## src/rtl/control_circuit_gen2.sv

```systemverilog
// rtl/control_circuit_gen2.sv - instruction sequencer for the register-file/ALU datapath
module control_circuit_gen2 #(
  parameter  int NUM_REG    = 16,
  parameter  int CNT_W      = 16,
  localparam int REG_ADDR_W = $clog2(NUM_REG),
  localparam int IW         = 3 + 2 * REG_ADDR_W
) (
  input  logic                  clk,
  input  logic                  reset,
  input  logic [IW-1:0]         INSTRUCTION,
  input  logic                  Run,
  output logic                  Ready,
  output logic [NUM_REG-1:0]    Rin,
  output logic [NUM_REG-1:0]    Rout,
  output logic                  External_load,
  output logic [REG_ADDR_W-1:0] IMM,
  output logic                  ALU_a_in,
  output logic                  ALU_g_in,
  output logic                  ALU_g_out,
  output logic [2:0]            ALU_mode,
  output logic                  Done,
  output logic                  Error,
  output logic [CNT_W-1:0]      INSTR_COUNT
);

  typedef enum logic [1:0] {S_IDLE, S_T1, S_T2, S_T3} state_t;

  localparam logic [NUM_REG-1:0] ONE_HOT_0 = NUM_REG'(1);

  state_t                  state_q;
  logic [IW-1:0]           instr_q;
  logic [CNT_W-1:0]        cnt_q;

  logic [2:0]              op;
  logic [REG_ADDR_W-1:0]   rx;
  logic [REG_ADDR_W-1:0]   ry;
  logic                    is_alu;
  logic                    is_ill;
  logic                    done_w;
  logic                    ready_w;

  assign op     = instr_q[IW-1 -: 3];
  assign rx     = instr_q[2*REG_ADDR_W-1 -: REG_ADDR_W];
  assign ry     = instr_q[REG_ADDR_W-1:0];
  assign is_alu = (op >= 3'd2) && (op <= 3'd6);
  assign is_ill = (op == 3'd7);
  assign done_w = ((state_q == S_T1) && !is_alu) || (state_q == S_T3);
  assign ready_w = (state_q == S_IDLE) || done_w;

  // A Done cycle doubles as an accept slot, so back-to-back issue needs no IDLE gap.
  always_ff @(posedge clk or negedge reset) begin
    if (!reset) begin
      state_q <= S_IDLE;
      instr_q <= '0;
      cnt_q   <= '0;
    end else begin
      if (done_w) cnt_q <= cnt_q + 1'b1;
      if (Run && ready_w) begin
        instr_q <= INSTRUCTION;
        state_q <= S_T1;
      end else begin
        case (state_q)
          S_T1:    state_q <= is_alu ? S_T2 : S_IDLE;
          S_T2:    state_q <= S_T3;
          default: state_q <= S_IDLE;
        endcase
      end
    end
  end

  always_comb begin
    Rin           = '0;
    Rout          = '0;
    External_load = 1'b0;
    IMM           = '0;
    ALU_a_in      = 1'b0;
    ALU_g_in      = 1'b0;
    ALU_g_out     = 1'b0;
    ALU_mode      = 3'b000;
    Error         = 1'b0;
    if (is_alu && (state_q != S_IDLE)) ALU_mode = op - 3'd2;
    case (state_q)
      S_T1: begin
        if (op == 3'd0) begin
          Rin           = ONE_HOT_0 << rx;
          External_load = 1'b1;
          IMM           = ry;
        end else if (op == 3'd1) begin
          Rout = ONE_HOT_0 << ry;
          Rin  = ONE_HOT_0 << rx;
        end else if (is_alu) begin
          Rout     = ONE_HOT_0 << rx;
          ALU_a_in = 1'b1;
        end else begin
          Error = is_ill;
        end
      end
      S_T2: begin
        Rout     = ONE_HOT_0 << ry;
        ALU_g_in = 1'b1;
      end
      S_T3: begin
        ALU_g_out = 1'b1;
        Rin       = ONE_HOT_0 << rx;
      end
      default: ;
    endcase
  end

  assign Done        = done_w;
  assign Ready       = ready_w;
  assign INSTR_COUNT = cnt_q;

endmodule
```

## config.mk

```make
export PLATFORM = sky130hd
export DESIGN_NAME = control_circuit_gen2
export DESIGN_NICKNAME = d
export VERILOG_FILES = /design/src/rtl/control_circuit_gen2.sv
export SDC_FILE = /design/constraint.sdc
export NUM_CORES = 1
export LEC_CHECK = 0
export ABC_CLOCK_PERIOD_IN_PS = 3150
export CORE_ASPECT_RATIO = 1.25
export CORE_MARGIN = 5
export CORE_UTILIZATION = 49
export CTS_BUF_LIST = sky130_fd_sc_hd__clkbuf_16
export DETAILED_ROUTE_END_ITERATION = 7
export PLACE_DENSITY = 0.94
export RECOVER_POWER = 100
export SLEW_MARGIN = 25
export SYNTH_ARGS = -nofsm -noshare
export SYNTH_HDL_FRONTEND = slang
export SYNTH_SLANG_ARGS = --single-unit
```

## constraint.sdc

```tcl
create_clock -name clk -period 3.15 [get_ports clk]
set_input_delay 0.7875 -clock clk [delete_from_list [all_inputs] [get_ports clk]]
set_output_delay 0.7875 -clock clk [all_outputs]
set_load 0.02 [all_outputs]
```

==> flow_metrics.tcl, run 1 <==
set metrics [dict create \
    status "finished, violations left" \
    violations "max-capacitance violations, max-slew violations" \
    synth-edff-count 0 \
    drive_gt1_share_pct 7.69 \
    final_util_pct 69.6 \
    boundaryPins 76 \
    yosys-top-cells-area "dfrtp_1 35%, a21boi_0 5.7%, mux2_4 5.7%" \
    vias 2096 \
    grt_pass1_wl_mm 9.69 \
    drc_errors 0 \
    drt-initial-drc-count 195 \
    rows 26 \
    diodes 0 \
    grt_max_degree 30 \
    gr-total-overflow 0 \
    via_per_inst 5.70 \
    grt_antenna_before_repair 0 \
    yosys.area.top_type_share_pct 34.6 \
    core_mm2 0.00413 \
    synth_area_mm2 0.00210 \
    track_usage_pct 22.2 \
    clk_pin_slew_ps 50 \
    filler_cell_count 370 \
    power_w 0.00247 \
    post-dp-hpwl_mm 4.58 \
    finalCriticalPeriod_ps 3060 \
    synth-seq-cells 29 \
    postCtsSetupBuffers 0 \
    drt_pre_antenna_iters 4 \
    max_freq_mhz 327 \
    start_kind "flop" \
    yosysUniqueCellTypes 39 \
    finalHoldViolations 0 \
    syn-num-nets 252 \
    dp.cells 360 \
    syn_area_per_cell_um2 9.07 \
    routabilityCongestion 0.847 \
    power.leakage_nw 1.30 \
    ys.flop_type "dfrtp_1" \
    cts_sinks 29 \
    final.setup.tns_ps 0 \
    drv_cap 1 \
    initial_core_util_pct 50.7 \
    yosys.area.top_type "dfrtp_1" \
    criticalPathCategory "flop to output port" \
    htreeDepth 2 \
    nets 332 \
    clk_latency_ps 280 \
    die-area_mm2 0.00569 \
    cts_resized 22 \
    worstMarginPinSlew_ps 1590 \
    peakVddDrop_uv 667 \
    dieWidth_um 68.5 \
    io_buffers 75 \
    ctsHoldBuffers 0 \
    hp-class "flop to flop" \
    grt_pass1_vias 2013 \
    setup_viol 0 \
    cts-root-buf "clkbuf_16" \
    worstPathMaxFanout 17 \
    areaGrowthSynthToFinish_pct 37.2 \
    multi_input_area_mm2 0.00124 \
    routedWlPerCell_um 16.9 \
    slew_headroom_pct -5.69 \
    period_share_pct 97.1 \
    fin_cells 368 \
    regArea_um2 726 \
    slew_viol_final 30 \
    worstPathRequired_ps 2360 \
    syn-instance-count 231 \
    ys_async_sr_fraction_pct 100 \
    critical_path_arrival_ps 2270 \
    die_h_um 83.1 \
    clockBufferDepth 2 \
    cts_tree "built" \
    postRouteAntennaNets 0 \
    wl_mm 6.20 \
    end_kind "output port" \
    seq_area_frac_synth_pct 34.6 \
    yosys_warnings 0 \
    fin_worst_skew_ps 5.33 \
    p_per_area_mw_per_mm2 860 \
    cts_buffers 5 \
]
[placed cells by master (no fill, tap or decap), types with 3 or more instances in the layout]
| cell | count |
|---|---|
| and3_1 | 4 |
| mux2_2 | 4 |
| nand3_1 | 19 |
| dfrtp_1 | 29 |
| and2_1 | 4 |
| nand4_1 | 5 |
| clkinvlp_4 | 3 |
| mux2_1 | 8 |
| clkbuf_1 | 23 |
| nor3_1 | 10 |
| ha_1 | 7 |
| o21ai_0 | 4 |
| nand2b_1 | 6 |
| clkdlybuf4s50_1 | 14 |
| nor2b_1 | 7 |
| dlygate4sd3_1 | 27 |
| a21boi_0 | 16 |
| inv_1 | 5 |
| clkbuf_16 | 5 |
| nor2_1 | 26 |
| xor2_1 | 13 |
| buf_4 | 5 |
| dlygate4sd2_1 | 11 |
| and4_1 | 3 |
| o2111ai_1 | 5 |
| nand2_1 | 13 |
| o211ai_1 | 8 |
| nor4_1 | 5 |
[routing by layer]
| layer | track usage (%) | routed length, µm | vias to the layer above |
|---|---|---|---|
| li1 | - | - | 991 |
| met1 | 27.2 | 2430 | 986 |
| met2 | 35.2 | 3050 | 100 |
| met3 | 5.68 | 542 | 19 |
| met4 | 10.5 | 176 | 0 |
| met5 | 0 | 0 | - |
[metrics by stage]
step	hold WS, ps	setup WS (ps)	instance area [µm²]
after global routing	503	-17.1	2880
after floorplan	492	346	2100
after CTS	483	1.32	3050
final	481	92.3	2880
after global placement	467	119	2920
after detailed placement	464	39.5	2920
[worst max-delay path: stages (launching register included)]
cell,delay (ps)
dfrtp_1,370
buf_4,160
ha_1,260
a21oi_1,160
clkbuf_4,260
nor2_1,70
nor2_1,100
clkdlybuf4s50_1,620
[area by class of cell]
| cell class | count | area share [%] |
|---|---|---|
| Multi-Input combinational cell | 185 | 43.1 |
| Sequential cell | 29 | 25.2 |
| Clock buffer | 5 | 4.35 |
| Timing Repair Buffer | 84 | 23.1 |
| Tap cell | 56 | 2.44 |
| Inverter | 6 | 1.04 |
| Clock inverter | 3 | 0.783 |
[power breakdown]
group	internal (W)	total [W]	leakage [nW]	switching, W
registers	0.000488	0.000676	0.370	0.000189
clock network	0.000292	0.000462	0.0621	0.000171
logic	0.000521	0.00133	0.865	0.000814
[cell usage after synthesis (all sizes together) (3+ instances only)]
| master | instances |
|---|---|
| o2111ai | 5 |
| a21boi | 16 |
| nor4 | 5 |
| o21ai | 6 |
| ha | 7 |
| o211ai | 8 |
| xor2 | 13 |
| clkbuf | 6 |
| mux2 | 12 |
| inv | 6 |
| nor2b | 7 |
| and2 | 4 |
| nor2 | 26 |
| nor3 | 11 |
| and3 | 4 |
| nand2 | 13 |
| nand3 | 19 |
| nor3b | 3 |
| buf | 5 |
| nand4 | 5 |
| dfrtp | 29 |
| and4 | 3 |
| nand2b | 6 |
[kinds of logic (layout without fill, tap and decap cells)]
| logic type | after synthesis | in the layout | share of synthesized area (%) |
|---|---|---|---|
| AOI/OAI and AO/OA | 39 | 39 | 14.0 |
| xor gates and xnor gates | 15 | 15 | 6.27 |
| adders and majority gates | 7 | 7 | 4.18 |
| buffers and inverters | 17 | 98 | 4.72 |
| DFF | 29 | 29 | 34.6 |
| muxes | 12 | 12 | 7.88 |
| and+or+nand+nor | 112 | 112 | 28.4 |
[worst paths after layout]
kind	depth (start not counted)	endpoint	start	slack (ps)
worst max-delay path	7	ALU_a_in	instr_q[9]	90
worst min register to register	1	INSTR_COUNT[15]	INSTR_COUNT[15]	480
worst min-delay path	1	INSTR_COUNT[15]	INSTR_COUNT[15]	480
min in group asynchronous	2	INSTR_COUNT[1]	reset	1440
worst max register to register	8	instr_q[10]	instr_q[10]	550
max in group asynchronous	2	instr_q[7]	reset	790
[sequential cells by signal, indices dropped and copies added (netlist names)]
register     count
INSTR_COUNT     16
instr_q         11
state_q          2
(Power assumes the default switching activity.)
==> run 2, diff against run 1 <==
TNS_END_PERCENT = 1   (was unset)
==> run 2 against run 1 <==
Against the previous run:
- the run still ends with max-capacitance violations, max-slew violations left
- critical endpoint is now Ready
- sequential power about the same
- worst hold slack improved by 5.0 ps
- largest power group unchanged
- die area unchanged
- maximum frequency decreased by 1.1%
==> flow_metrics.tcl, run 2 (synthesis results as in run 1) <==
set metrics [dict create \
    combPwrFrac_pct 56.5 \
    grt_pass1_wl_mm 9.69 \
    htreeDepth 2 \
    slew_viol_final 30 \
    period_share_pct 98.1 \
    swShare_pct 45.3 \
    worstPathMaxFanout 6 \
    max_freq_mhz 324 \
    r2r-end "instr_q[10]" \
    boundaryPins 76 \
    drive_gt1_share_pct 13.1 \
    routabilityCongestion 0.847 \
    finalHoldViolations 0 \
    worstPathRequired_ps 2360 \
    p_int_w 0.00143 \
    nets 332 \
    critical_path_arrival_ps 2300 \
    diodes 0 \
    grt_antenna_before_repair 0 \
    clockBufferDepth 2 \
    io_buffers 75 \
    postPlaceCellArea_mm2 0.00292 \
    grt_pass1_vias 2013 \
    slew_headroom_pct -6.83 \
    rsz0062_at_grt "yes" \
    timing.rr.start "instr_q[10]" \
    postCtsSetupBuffers 0 \
    status "finished, violations left" \
    gr-total-overflow 0 \
    die_h_um 83.1 \
    fin_worst_skew_ps 5.67 \
    rows 26 \
    finalCriticalPeriod_ps 3090 \
    dieWidth_um 68.5 \
    routedWlPerCell_um 16.8 \
    start_kind "flop" \
    wl_mm 6.17 \
    drc_errors 0 \
    whs_endpoint "INSTR_COUNT[13]" \
    vias 2109 \
    areaGrowthSynthToFinish_pct 46.3 \
    dp_slack_ps 39.5 \
    end_kind "output port" \
    final_cell_mix "41 x clkdlybuf4s50_1, 29 x dfrtp_1, 26 x nor2_1, 19 x nand3_1, 16 x a21boi_0" \
    drv_cap 1 \
    violations "max-capacitance violations, max-slew violations" \
    worstMarginPinSlew_ps 1600 \
    layout_commonest_cell "clkdlybuf4s50_1" \
    final_area_mm2 0.00307 \
    power_frac_seq_pct 25.9 \
    via_per_inst 5.73 \
    slowest_stage "clkdlybuf4s50_1" \
    setup_viol 0 \
    track_usage_pct 22.2 \
    drt_pre_antenna_iters 4 \
    drt-initial-drc-count 236 \
    clk_latency_ps 280 \
    clk_pin_slew_ps 50 \
    cts_tree "built" \
    power.switching_w 0.00119 \
    core_mm2 0.00413 \
    postRouteAntennaNets 0 \
    cp_cell_sequence "inv_1 > ha_1 > buf_4 > and4bb_1 > o21ba_4 > nand2b_1 > clkdlybuf4s50_1" \
    initial_core_util_pct 50.7 \
    grt_max_degree 30 \
    pwr-share-clk_pct 17.6 \
    reg2reg_slack_ps 780 \
    ctsHoldBuffers 0 \
    cts_sinks 29 \
    post-dp-hpwl_mm 4.58 \
    peakVddDrop_uv 770 \
    cts_buffers 5 \
    worst_r2r_path_depth 8 \
    criticalPathCategory "flop to output port" \
    setup_ws_ps 59.2 \
    cts-root-buf "clkbuf_16" \
    min_path_cells 1 \
    power.leakage_nw 1.58 \
    slowest_delay_ps 610 \
    largest_reg_flops 16 \
    p_per_area_mw_per_mm2 856 \
    hp-start "INSTR_COUNT[13]" \
    hp-class "flop to flop" \
    die-area_mm2 0.00569 \
]
[run 2: cell types whose count changed in the layout (fill, tap and decap cells not counted), sizes merged]
cell	change
dlygate4sd2	+1
clkbuf	-18
clkdlybuf4s50	+27
dlygate4sd3	-26
dlymetal6s2s	+14
buf	+3
clkdlybuf4s15	-1
[run 2: worst max-delay path by stage]
stage	end	slack (ps)	depth (start not counted)	start
6_report	Ready	60	7	instr_q[10]
5_1_grt	Ready	-50	7	instr_q[10]
4_1_cts	Rin[5]	1	8	state_q[1]
3_5_place_dp	Rout[15]	40	8	state_q[1]
3_3_place_gp	Rout[2]	120	7	instr_q[10]
2_1_floorplan	Rout[3]	350	7	state_q[1]
[run 2: per-stage QoR]
| stage | total power (W) | instances | TNS (ps) | hold slack (ps) | utilization, % |
|---|---|---|---|---|---|
| 6_report | 0.00262 | 368 | 0 | 486 | 74.2 |
| 5_1_grt | 0.00281 | 368 | -88.2 | 507 | 74.2 |
| 4_1_cts | 0.00262 | 368 | 0 | 483 | 73.8 |
| 3_5_place_dp | 0.00214 | 360 | 0 | 464 | 70.6 |
| 3_3_place_gp | 0.00210 | 360 | 0 | 467 | 70.6 |
| 2_1_floorplan | 0.00167 | 231 | 0 | 492 | - |
[run 2: what timing repair did]
action                     in CTS  in global routing
gates cloned                    0                  0
gates resized for setup        22                 35
setup endpoints to repair      33                 22
[run 2: final cells by class]
type                            count  area (µm²)
Inverter                            6        30.0
Clock buffer                        5         125
Multi-Input combinational cell    185        1290
Tap cell                           56        70.1
Fill cell                         312        1070
Timing Repair Buffer               84         805
Sequential cell                    29         726
Clock inverter                      3        22.5
[run 2: per-layer routing]
metal | vias to the layer above | wire length [µm] | global-route usage [%] | share of wire (%)
met2 | 107 | 3050 | 35.2 | 49
li1 | 994 | - | - | -
met3 | 23 | 468 | 5.68 | 7.6
met1 | 985 | 2450 | 27.2 | 40
met4 | 0 | 197 | 10.5 | 3.2
met5 | - | 0 | 0 | 0
[run 2: power groups by stage]
stage	Combinational (W)	Sequential, W	Clock [W]
2_1_floorplan	0.00104	0.000632	0
3_3_place_gp	0.00143	0.000667	0
3_5_place_dp	0.00147	0.000675	0
4_1_cts	0.00147	0.000675	0.000472
5_1_grt	0.00161	0.000708	0.000496
6_report	0.00148	0.000679	0.000463
[run 2: worst max-delay path: cells and delay by family, from the launching register on]
kind | cells | cell delay [ps]
AO/OA/AOI/OAI | 1 | 250
adder cells (fa/ha/maj) | 1 | 180
buffers and inverters | 3 | 860
flip-flops | 1 | 430
AND/OR/NAND/NOR | 2 | 310
==> run 3, diff against run 2 <==
SETUP_SLACK_MARGIN = 0.05   (was unset)
==> run 3 against run 2 <==
Against the previous run:
- the flow still finishes with violations (max-capacitance violations, max-slew violations)
- combinational power is 10% lower
- critical path depth unchanged
- register-to-register slack worse by 230 ps
- total power is 6.2% lower
- via count decreased by 1.3%
- flip-flop and latch count did not move
- clock power hardly changed
- cell area shrank 5.3%
- critical endpoint is now Rout[8]
- highest routed layer unchanged
==> flow_metrics.tcl, run 3 (synthesis results as in run 1) <==
set metrics [dict create \
    status "finished, violations left" \
    violations "max-capacitance violations, max-slew violations" \
    cts-root-buf "clkbuf_16" \
    dieWidth_um 68.5 \
    largest_reg_flops 16 \
    diodes 0 \
    slowest_delay_ps 440 \
    p_per_area_mw_per_mm2 848 \
    dp.cells 360 \
    nets 332 \
    period_share_pct 95.2 \
    clk_latency_ps 280 \
    criticalPathCategory "flop to output port" \
    layout_commonest_cell "dfrtp_1" \
    routedWlPerCell_um 16.5 \
    grt_pass1_wl_mm 9.70 \
    hp-class "flop to flop" \
    drv_cap 1 \
    areaGrowthSynthToFinish_pct 38.6 \
    core_mm2 0.00413 \
    htreeDepth 2 \
    finalCriticalPeriod_ps 3000 \
    setup_ws_ps 150 \
    drt_pre_antenna_iters 4 \
    met2_usage_pct 35.2 \
    grt_antenna_before_repair 0 \
    power.leakage_nw 1.35 \
    vias 2082 \
    drive_gt1_share_pct 8.01 \
    critical_path_arrival_ps 2210 \
    fin_worst_skew_ps 4.80 \
    final_cell_mix "29 x dfrtp_1, 27 x dlygate4sd3_1, 26 x nor2_1, 19 x nand3_1, 19 x dlygate4sd2_1" \
    track_usage_pct 22.2 \
    via_per_inst 5.66 \
    drt-initial-drc-count 217 \
    grt_pass1_vias 2013 \
    drc_errors 0 \
    io_buffers 75 \
    peakVddDrop_uv 687 \
    slew_viol_final 30 \
    clk_pin_slew_ps 50 \
    cts_sinks 29 \
    slew_headroom_pct -5.97 \
    clockBufferDepth 2 \
    final.setup.tns_ps 0 \
    cts_tree "built" \
    postRouteAntennaNets 0 \
    boundaryPins 76 \
    max_freq_mhz 333 \
    dp_slack_ps 39.5 \
    start_kind "flop" \
    rsz0062_at_grt "yes" \
    whs_ps 481 \
    use_met3_pct 5.81 \
    slowest_stage "dfrtp_1" \
    routabilityCongestion 0.847 \
    die_h_um 83.1 \
    setup_viol 0 \
    rows 26 \
    wl_mm 6.08 \
    postCtsSetupBuffers 0 \
    top_usage_layer "met2" \
    gr-total-overflow 0 \
    worstPathMaxFanout 6 \
    post-dp-hpwl_mm 4.58 \
    gr-usage-met1_pct 27.2 \
    grt_max_degree 30 \
    worstPathRequired_ps 2360 \
    final_util_pct 70.3 \
    fin_cells 368 \
    end_kind "output port" \
    worstMarginPinSlew_ps 1590 \
    die-area_mm2 0.00569 \
    cp_cell_sequence "inv_1 > ha_1 > nand2b_1 > nor2_1 > o211ai_1 > a21boi_0 > dlygate4sd2_1" \
    finalHoldViolations 0 \
    initial_core_util_pct 50.7 \
    cts_buffers 5 \
]
-- run 3: cell type report --
type	instances	area [µm²]
Clock inverter	3	22.5
Multi-Input combinational cell	185	1240
Timing Repair Buffer	84	692
Sequential cell	29	726
Inverter	6	30.0
Fill cell	365	1230
Tap cell	56	70.1
Clock buffer	5	125
-- run 3: per-stage QoR --
stage / power, W / cell area (µm²)
2_1_floorplan: 0.00167 / 2100
3_3_place_gp: 0.00210 / 2920
3_5_place_dp: 0.00214 / 2920
4_1_cts: 0.00260 / 3030
5_1_grt: 0.00265 / 2900
6_report: 0.00246 / 2900
-- run 3: worst paths after layout --
kind                            startpoint         endpoint  slack, ps  cells past startpoint
max                            instr_q[10]          Rout[8]        150                      7
max reg2reg                    instr_q[10]      instr_q[10]        550                      8
max in group asynchronous            reset       instr_q[7]        780                      2
min                        INSTR_COUNT[13]  INSTR_COUNT[13]        480                      1
min reg2reg                INSTR_COUNT[13]  INSTR_COUNT[13]        480                      1
min in group asynchronous            reset   INSTR_COUNT[1]       1440                      2
-- run 3: report_power, final --
part	internal [W]	switching, W	total [W]
clock network	0.000291	0.000171	0.000462
registers	0.000488	0.000187	0.000675
logic	0.000519	0.000806	0.00133
total	0.00130	0.00116	0.00246
-- run 3: what timing repair did --
| item | 4_1_cts | 5_1_grt |
|---|---|---|
| gates resized for setup | 34 | 38 |
| hold buffers | 0 | 0 |
| setup endpoints to repair | 34 | 17 |
| gates cloned | 0 | 0 |
-- run 3: critical path, delay by kind of cell, from the launching register on --
kind / cells / cell delay [ps]
AOI/OAI and AO/OA: 2 / 340
and+or+nand+nor: 2 / 510
adders and majority gates: 1 / 200
DFF: 1 / 440
buffers and inverters: 2 / 460
-- run 3: routing by layer --
layer / wire length, µm / vias to the layer above
li1: - / 991
met1: 2370 / 969
met2: 2980 / 101
met3: 537 / 21
met4: 195 / 0
met5: 0 / -
